File: config.mk
export PLATFORM = sky130hd
export DESIGN_NAME = display_scan_driver
export DESIGN_NICKNAME = d
export VERILOG_FILES = /design/src/rtl/display_scan_driver.sv
export SDC_FILE = /design/constraint.sdc
export NUM_CORES = 1
export LEC_CHECK = 0
export CELL_PAD_IN_SITES_DETAIL_PLACEMENT = 1
export CELL_PAD_IN_SITES_GLOBAL_PLACEMENT = 1
export CORE_MARGIN = 3
export CORE_UTILIZATION = 36
export CTS_CLUSTER_DIAMETER = 100
export DETAILED_ROUTE_END_ITERATION = 12
export PLACE_DENSITY = 0.82
export SLEW_MARGIN = 10
export SYNTH_ARGS = -nofsm -noshare
export SYNTH_HDL_FRONTEND = slang
export SYNTH_SLANG_ARGS = --single-unit
File: constraint.sdc
create_clock -name clock -period 2.2 [get_ports clock]
set_input_delay 0.55 -clock clock [delete_from_list [all_inputs] [get_ports clock]]
set_output_delay 0.55 -clock clock [all_outputs]
set_load 0.02 [all_outputs]
File: src/rtl/display_scan_driver.sv
// ---------------------------------------------------------------------------
// display_scan_driver
//
// Purpose:
//   Drives a 4-digit common-anode 7-segment display from the stopwatch's
//   16-bit packed BCD time bus. One digit is lit at a time, and the scan
//   moves to the next digit every REFRESH_DIV clock cycles.
//   Digit 3 = minutes, 2 = tens of seconds, 1 = seconds, 0 = tenths.
//   A shadow copy of the digits is taken once per frame, so a frame never
//   mixes an old value with a new one. A freeze input holds the shown value
//   for lap display. Leading zeros are blanked and a fixed decimal-point
//   mask is applied.
//
// Ports:
//   clock    in   1   system clock, everything on the rising edge
//   reset    in   1   synchronous, active-high
//   digits   in  16   {d3,d2,d1,d0} packed BCD from the time counter
//   freeze   in   1   1 = keep the currently shown value (lap hold)
//   blank    in   1   1 = display dark while the scan keeps running
//   segment  out  7   active-low {g,f,e,d,c,b,a}
//   dp       out  1   active-low decimal point
//   anode    out  4   active-low digit enables, one-cold while displaying
// ---------------------------------------------------------------------------
module display_scan_driver #(
  parameter int         REFRESH_DIV = 100000,
  parameter int         MIN_DIGITS  = 2,
  parameter logic [3:0] DP_MASK     = 4'b0010
) (
  input  logic        clock,
  input  logic        reset,
  input  logic [15:0] digits,
  input  logic        freeze,
  input  logic        blank,
  output logic [6:0]  segment,
  output logic        dp,
  output logic [3:0]  anode
);

  localparam int            PW   = (REFRESH_DIV > 1) ? $clog2(REFRESH_DIV) : 1;
  localparam logic [PW-1:0] PMAX = PW'(REFRESH_DIV - 1);

  logic [PW-1:0] r_presc;
  logic [1:0]    r_idx;
  logic [15:0]   r_shadow;

  logic          w_tick;
  logic [3:0]    w_digit;
  logic [6:0]    w_pattern;
  logic [3:0]    w_posBlank;
  logic          w_zeroRun;
  logic [3:0]    w_anodeNext;
  logic [6:0]    w_segNext;
  logic          w_dpNext;

  assign w_tick = (r_presc == PMAX);

  // Slot prescaler: counts 0..REFRESH_DIV-1 and wraps, producing one tick
  // on the last count of every digit slot.
  always_ff @(posedge clock) begin
    if (reset) begin
      r_presc <= '0;
    end else if (w_tick) begin
      r_presc <= '0;
    end else begin
      r_presc <= r_presc + PW'(1);
    end
  end

  // Scan index and per-frame shadow latch. The shadow only loads on the
  // tick that wraps the index from 3 back to 0, so a frame always shows one
  // consistent snapshot. Freeze just suppresses that load.
  always_ff @(posedge clock) begin
    if (reset) begin
      r_idx    <= 2'd0;
      r_shadow <= 16'h0000;
    end else if (w_tick) begin
      r_idx <= r_idx + 2'd1;
      if ((r_idx == 2'd3) && !freeze) begin
        r_shadow <= digits;
      end
    end
  end

  // Leading-zero detection: walk from the most significant digit downwards
  // while every digit seen so far is zero. Only positions at or above
  // MIN_DIGITS may be blanked, so the low digits always show "0".
  always_comb begin
    w_zeroRun  = 1'b1;
    w_posBlank = 4'b0000;
    for (int i = 3; i >= 0; i--) begin
      w_zeroRun = w_zeroRun && (r_shadow[i*4 +: 4] == 4'd0);
      if (i >= MIN_DIGITS) begin
        w_posBlank[i] = w_zeroRun;
      end
    end
  end

  // BCD to active-low segment decode of the digit in the current slot.
  // Codes 10-15 are not valid BCD and show a lone dash (segment g).
  always_comb begin
    w_digit = r_shadow[{r_idx, 2'b00} +: 4];
    case (w_digit)
      4'd0:    w_pattern = 7'b1000000;
      4'd1:    w_pattern = 7'b1111001;
      4'd2:    w_pattern = 7'b0100100;
      4'd3:    w_pattern = 7'b0110000;
      4'd4:    w_pattern = 7'b0011001;
      4'd5:    w_pattern = 7'b0010010;
      4'd6:    w_pattern = 7'b0000010;
      4'd7:    w_pattern = 7'b1111000;
      4'd8:    w_pattern = 7'b0000000;
      4'd9:    w_pattern = 7'b0010000;
      default: w_pattern = 7'b0111111;
    endcase
  end

  // Next output values. Blank wins over everything and a zero-blanked
  // position goes fully dark, including its decimal point.
  always_comb begin
    w_anodeNext = 4'hF;
    w_segNext   = 7'h7F;
    w_dpNext    = 1'b1;
    if (!blank && !w_posBlank[r_idx]) begin
      w_anodeNext = ~(4'b0001 << r_idx);
      w_segNext   = w_pattern;
      w_dpNext    = ~DP_MASK[r_idx];
    end
  end

  // Registered outputs. Anode and segment update on the same edge, so the
  // previous digit's pattern never appears on the next digit.
  always_ff @(posedge clock) begin
    if (reset) begin
      anode   <= 4'hF;
      segment <= 7'h7F;
      dp      <= 1'b1;
    end else begin
      anode   <= w_anodeNext;
      segment <= w_segNext;
      dp      <= w_dpNext;
    end
  end

endmodule

==> out/qor.csv <==
stage;metric;value;unit
status;outcome;finished, final reports clean;
global_routing;antenna violations before repair;0;
clocking;TritonCTS clock tree;done;
routing;wire per inst;15.97;um
worst_setup_path;Critical Path Sink Type;flip-flop;
place;estimated wirelength of the detail-placed design;3846;um
clocking;Num Clock Sinks;46;
place;PortBufs;31;
global_routing;vias in the first global route;1720;
final_layout;Net count, final;296;
worst_hold_path;WHS Endpoint;r_presc[0];
sta;total negative slack;0;ns
logic_synthesis;Mean Syn Cell Area;9.022;sq um
worst_setup_path;crit-path most repeated cell;or4_4;
clocking;worst skew pair latency;0.30;ns
die;Cell Rows;27;
power_and_ir_drop;Leak;0.0008693;uW
sta;final max-slew violation count;0;
clocking;total CTS buffers;5;
clocking;Bufs on Longest Clock Path;2;
worst_setup_path;WS Path Type;flip-flop to flip-flop;
sta;final hold vios;0;
global_routing;largest net degree at the start of global routing;19;
sta;final cycle utilization of the critical path;0.9849;
die;Die Span Y;82.41;um
routing;final WL;5414;um
logic_synthesis;fraction of registers with async set/reset;0;
flow_run;Max Cap Viol;0;
clocking;# hold bufs at CTS;0;
final_layout;share of cells above drive strength 1;0.1086;
worst_setup_path;FF-to-FF setup slack;0.03;ns
worst_setup_path;CP required;2.38;ns
sta;Worst Skew;0.006645;ns
routing;vias after detailed routing;1817;
sta;fin crit period;2.167;ns
sta;Fmax;0.4615;GHz
worst_setup_path;Cell Chain, Critical Path;or4_4 -> or4_4 -> buf_4 -> o21ai_0 -> a21oi_1;
clocking;Clock transition at path regs;0.08;ns
routing;drt first pass iters;4;
worst_hold_path;min-delay src;r_presc[0];
logic_synthesis;Post-Syn Nets;263;
global_routing;GRT overflow;0;
worst_setup_path;CP Launch Type;flip-flop;
worst_setup_path;critical register-to-register path startpoint;r_presc[12];
die;Die ar.;0.006791;sq mm
worst_hold_path;hold path depth;1;
routing;Iteration-0 DRC Markers;46;
die;Die Wd;82.41;um
logic_synthesis;Post-Syn Area;0.002102;sq mm
logic_synthesis;synth unique cells;36;
sta;slew margin rel.;0.6069;
worst_setup_path;Worst EP arrival;2.34;ns
logic_synthesis;Mapped Cells;233;
worst_setup_path;FF-to-FF path depth;5;
clocking;H-tree Lvls;2;
place;routability cong.;0.8089;
global_routing;all-layer global routing usage;0.1690;
logic_synthesis;Main synth FF type;dfxtp_1;
worst_setup_path;Crit Reg-Reg Endpoint;r_shadow[12];
routing;antenna viol nets, final;0;
die;core area;0.005574;sq mm
power_and_ir_drop;maximum VDD drop;0.3236;mV
worst_setup_path;Crit Path Max Fanout;11;
logic_synthesis;number of synthesized flops with an enable pin;0;
routing;Remaining DRCs;0;
clocking;Root Driver;clkbuf_8;
logic_synthesis;Seq/Total Area, Yosys;0.4381;
logic_synthesis;#FFs+latches synth;46;
logic_synthesis;Synth Warn #;0;
die;I/O pin total;32;
die;initial cell density of the core;0.3771;
clocking;Setup Fix Bufs, Post-CTS;0;
sta;final setup violation count;0;
sta;hold slack;0.4591;ns
final_layout;Antenna Cells;0;
global_routing;global-route wire length before repair;8666;um
sta;Worst Tran Pin Value;0.5897;ns
final_layout;Area Growth Syn to Fin;23.57;%
power_and_ir_drop;Power Density;590.1;mW/mm^2
sta;unrepaired setup endpoints after global routing;true;
worst_setup_path;worst stage delay on the critical path;0.59;ns
worst_hold_path;Hold WC Path Type;flip-flop to flip-flop;
worst_setup_path;slowest stage cell, crit path;or4_4;
routing;routed vias/inst;5.360;
-- through the flow --
stage,setup slack [ns],instances,utilization,total power [uW],area [sq um]
6_report,0.03326,339,0.4660,1533,2597
5_1_grt,-0.0008182,339,0.4660,1600,2597
2_1_floorplan,0.09877,233,-,902.1,2102
3_5_place_dp,0.02796,331,0.4447,957.4,2479
3_3_place_gp,0.1458,331,0.4447,954.9,2479
4_1_cts,0.02043,339,0.4651,1549,2592
-- cells by family (layout without fill, tap and decap cells) --
logic type | Yosys count | count (layout) | share of synthesized area
AOI/OAI and AO/OA | 53 | 53 | 0.1327
muxes | 6 | 6 | 0.05357
and+or+nand+nor | 84 | 84 | 0.2101
DFF | 46 | 46 | 0.4381
adders and majority gates | 10 | 10 | 0.05952
buffers and inverters | 22 | 56 | 0.05595
xor gates and xnor gates | 12 | 12 | 0.05000
-- sequential cells by signal (all words and copies together), names as in the netlist --
| register | flops |
|---|---|
| r_presc | 17 |
| r_shadow | 16 |
| segment | 7 |
| anode | 4 |
| r_idx | 2 |
-- final cells by class --
class	count	area (sq um)
fill	664	2977
timing repair buffer	39	370.4
inverter	9	33.78
sequential	46	922.1
tap	72	90.09
multi-input combinational	165	1071
clock buffer	8	110.1
-- critical path, delay by kind of cell, from the launching register on --
family,cells,cell delay [ns]
buffers and inverters,1,0.20
and+or+nand+nor,2,1.17
AOI/OAI and AO/OA,2,0.33
DFF,1,0.36
-- what timing repair did --
item                                    CTS  global route
resized for setup                         1             8
endpoints found under the hold margin     0             0
endpoints found under the setup margin    1            10
-- metal layers --
layer,vias to the layer above,part of all wire,wire length (um),track usage
met4,0,0.012,67,0.05814
met2,33,0.49,2674,0.2756
met5,-,0,0,0
li1,882,-,-,-
met3,7,0.042,226,0.03471
met1,895,0.45,2445,0.2210
-- cell usage in the layout (no fill, tap or decap), drive strengths merged, types with 3 or more instances in the layout --
master         count
nor2              20
dfxtp             46
o21ai             24
or4                4
nor3               4
nor4               3
mux4               4
xnor2             10
clkdlybuf4s50     31
ha                10
nor2b              3
nand2b             4
nand3             22
nand2             14
a21oi             24
clkbuf             8
buf                8
or3                4
inv                9
-- worst max-delay path by stage --
stage	slack [ns]	cells past startpoint	start	to
6_report	0.03	5	r_presc[12]	r_shadow[12]
5_1_grt	-0.0008	5	r_presc[12]	r_shadow[12]
4_1_cts	0.02	5	r_presc[14]	r_shadow[12]
3_5_place_dp	0.03	5	r_presc[12]	r_shadow[12]
3_3_place_gp	0.15	5	r_presc[12]	r_shadow[12]
2_1_floorplan	0.1	8	r_idx[0]	segment[4]
-- synth_stat cells, types with 2 or more instances --
library cell / n / share of area
dfxtp_1: 46 / 0.44
a21oi_1: 24 / 0.057
nand3_1: 22 / 0.052
o21ai_0: 21 / 0.050
nor2_1: 20 / 0.036
nand2_1: 14 / 0.025
ha_1: 10 / 0.060
xnor2_1: 10 / 0.042
inv_1: 9 / 0.016
clkbuf_1: 6 / 0.011
buf_6: 4 / 0.021
mux4_2: 4 / 0.043
nor3_1: 4 / 0.0095
or3_1: 4 / 0.012
nand2b_1: 3 / 0.0089
nor2b_1: 3 / 0.0089
o21ai_1: 3 / 0.0071
or4_1: 3 / 0.011
mux2_2: 2 / 0.011
nand4_1: 2 / 0.0060
nor4_1: 2 / 0.0060
o22ai_1: 2 / 0.0060
xor2_1: 2 / 0.0083
-- power by group --
group | switching [uW] | internal, uW | total, uW
clock | 278 | 317 | 596
combinational | 37.6 | 50.2 | 87.8
sequential | 5.97 | 843 | 849
total | 322 | 1210 | 1530
Note: power is estimated with default switching activity, not from simulation.
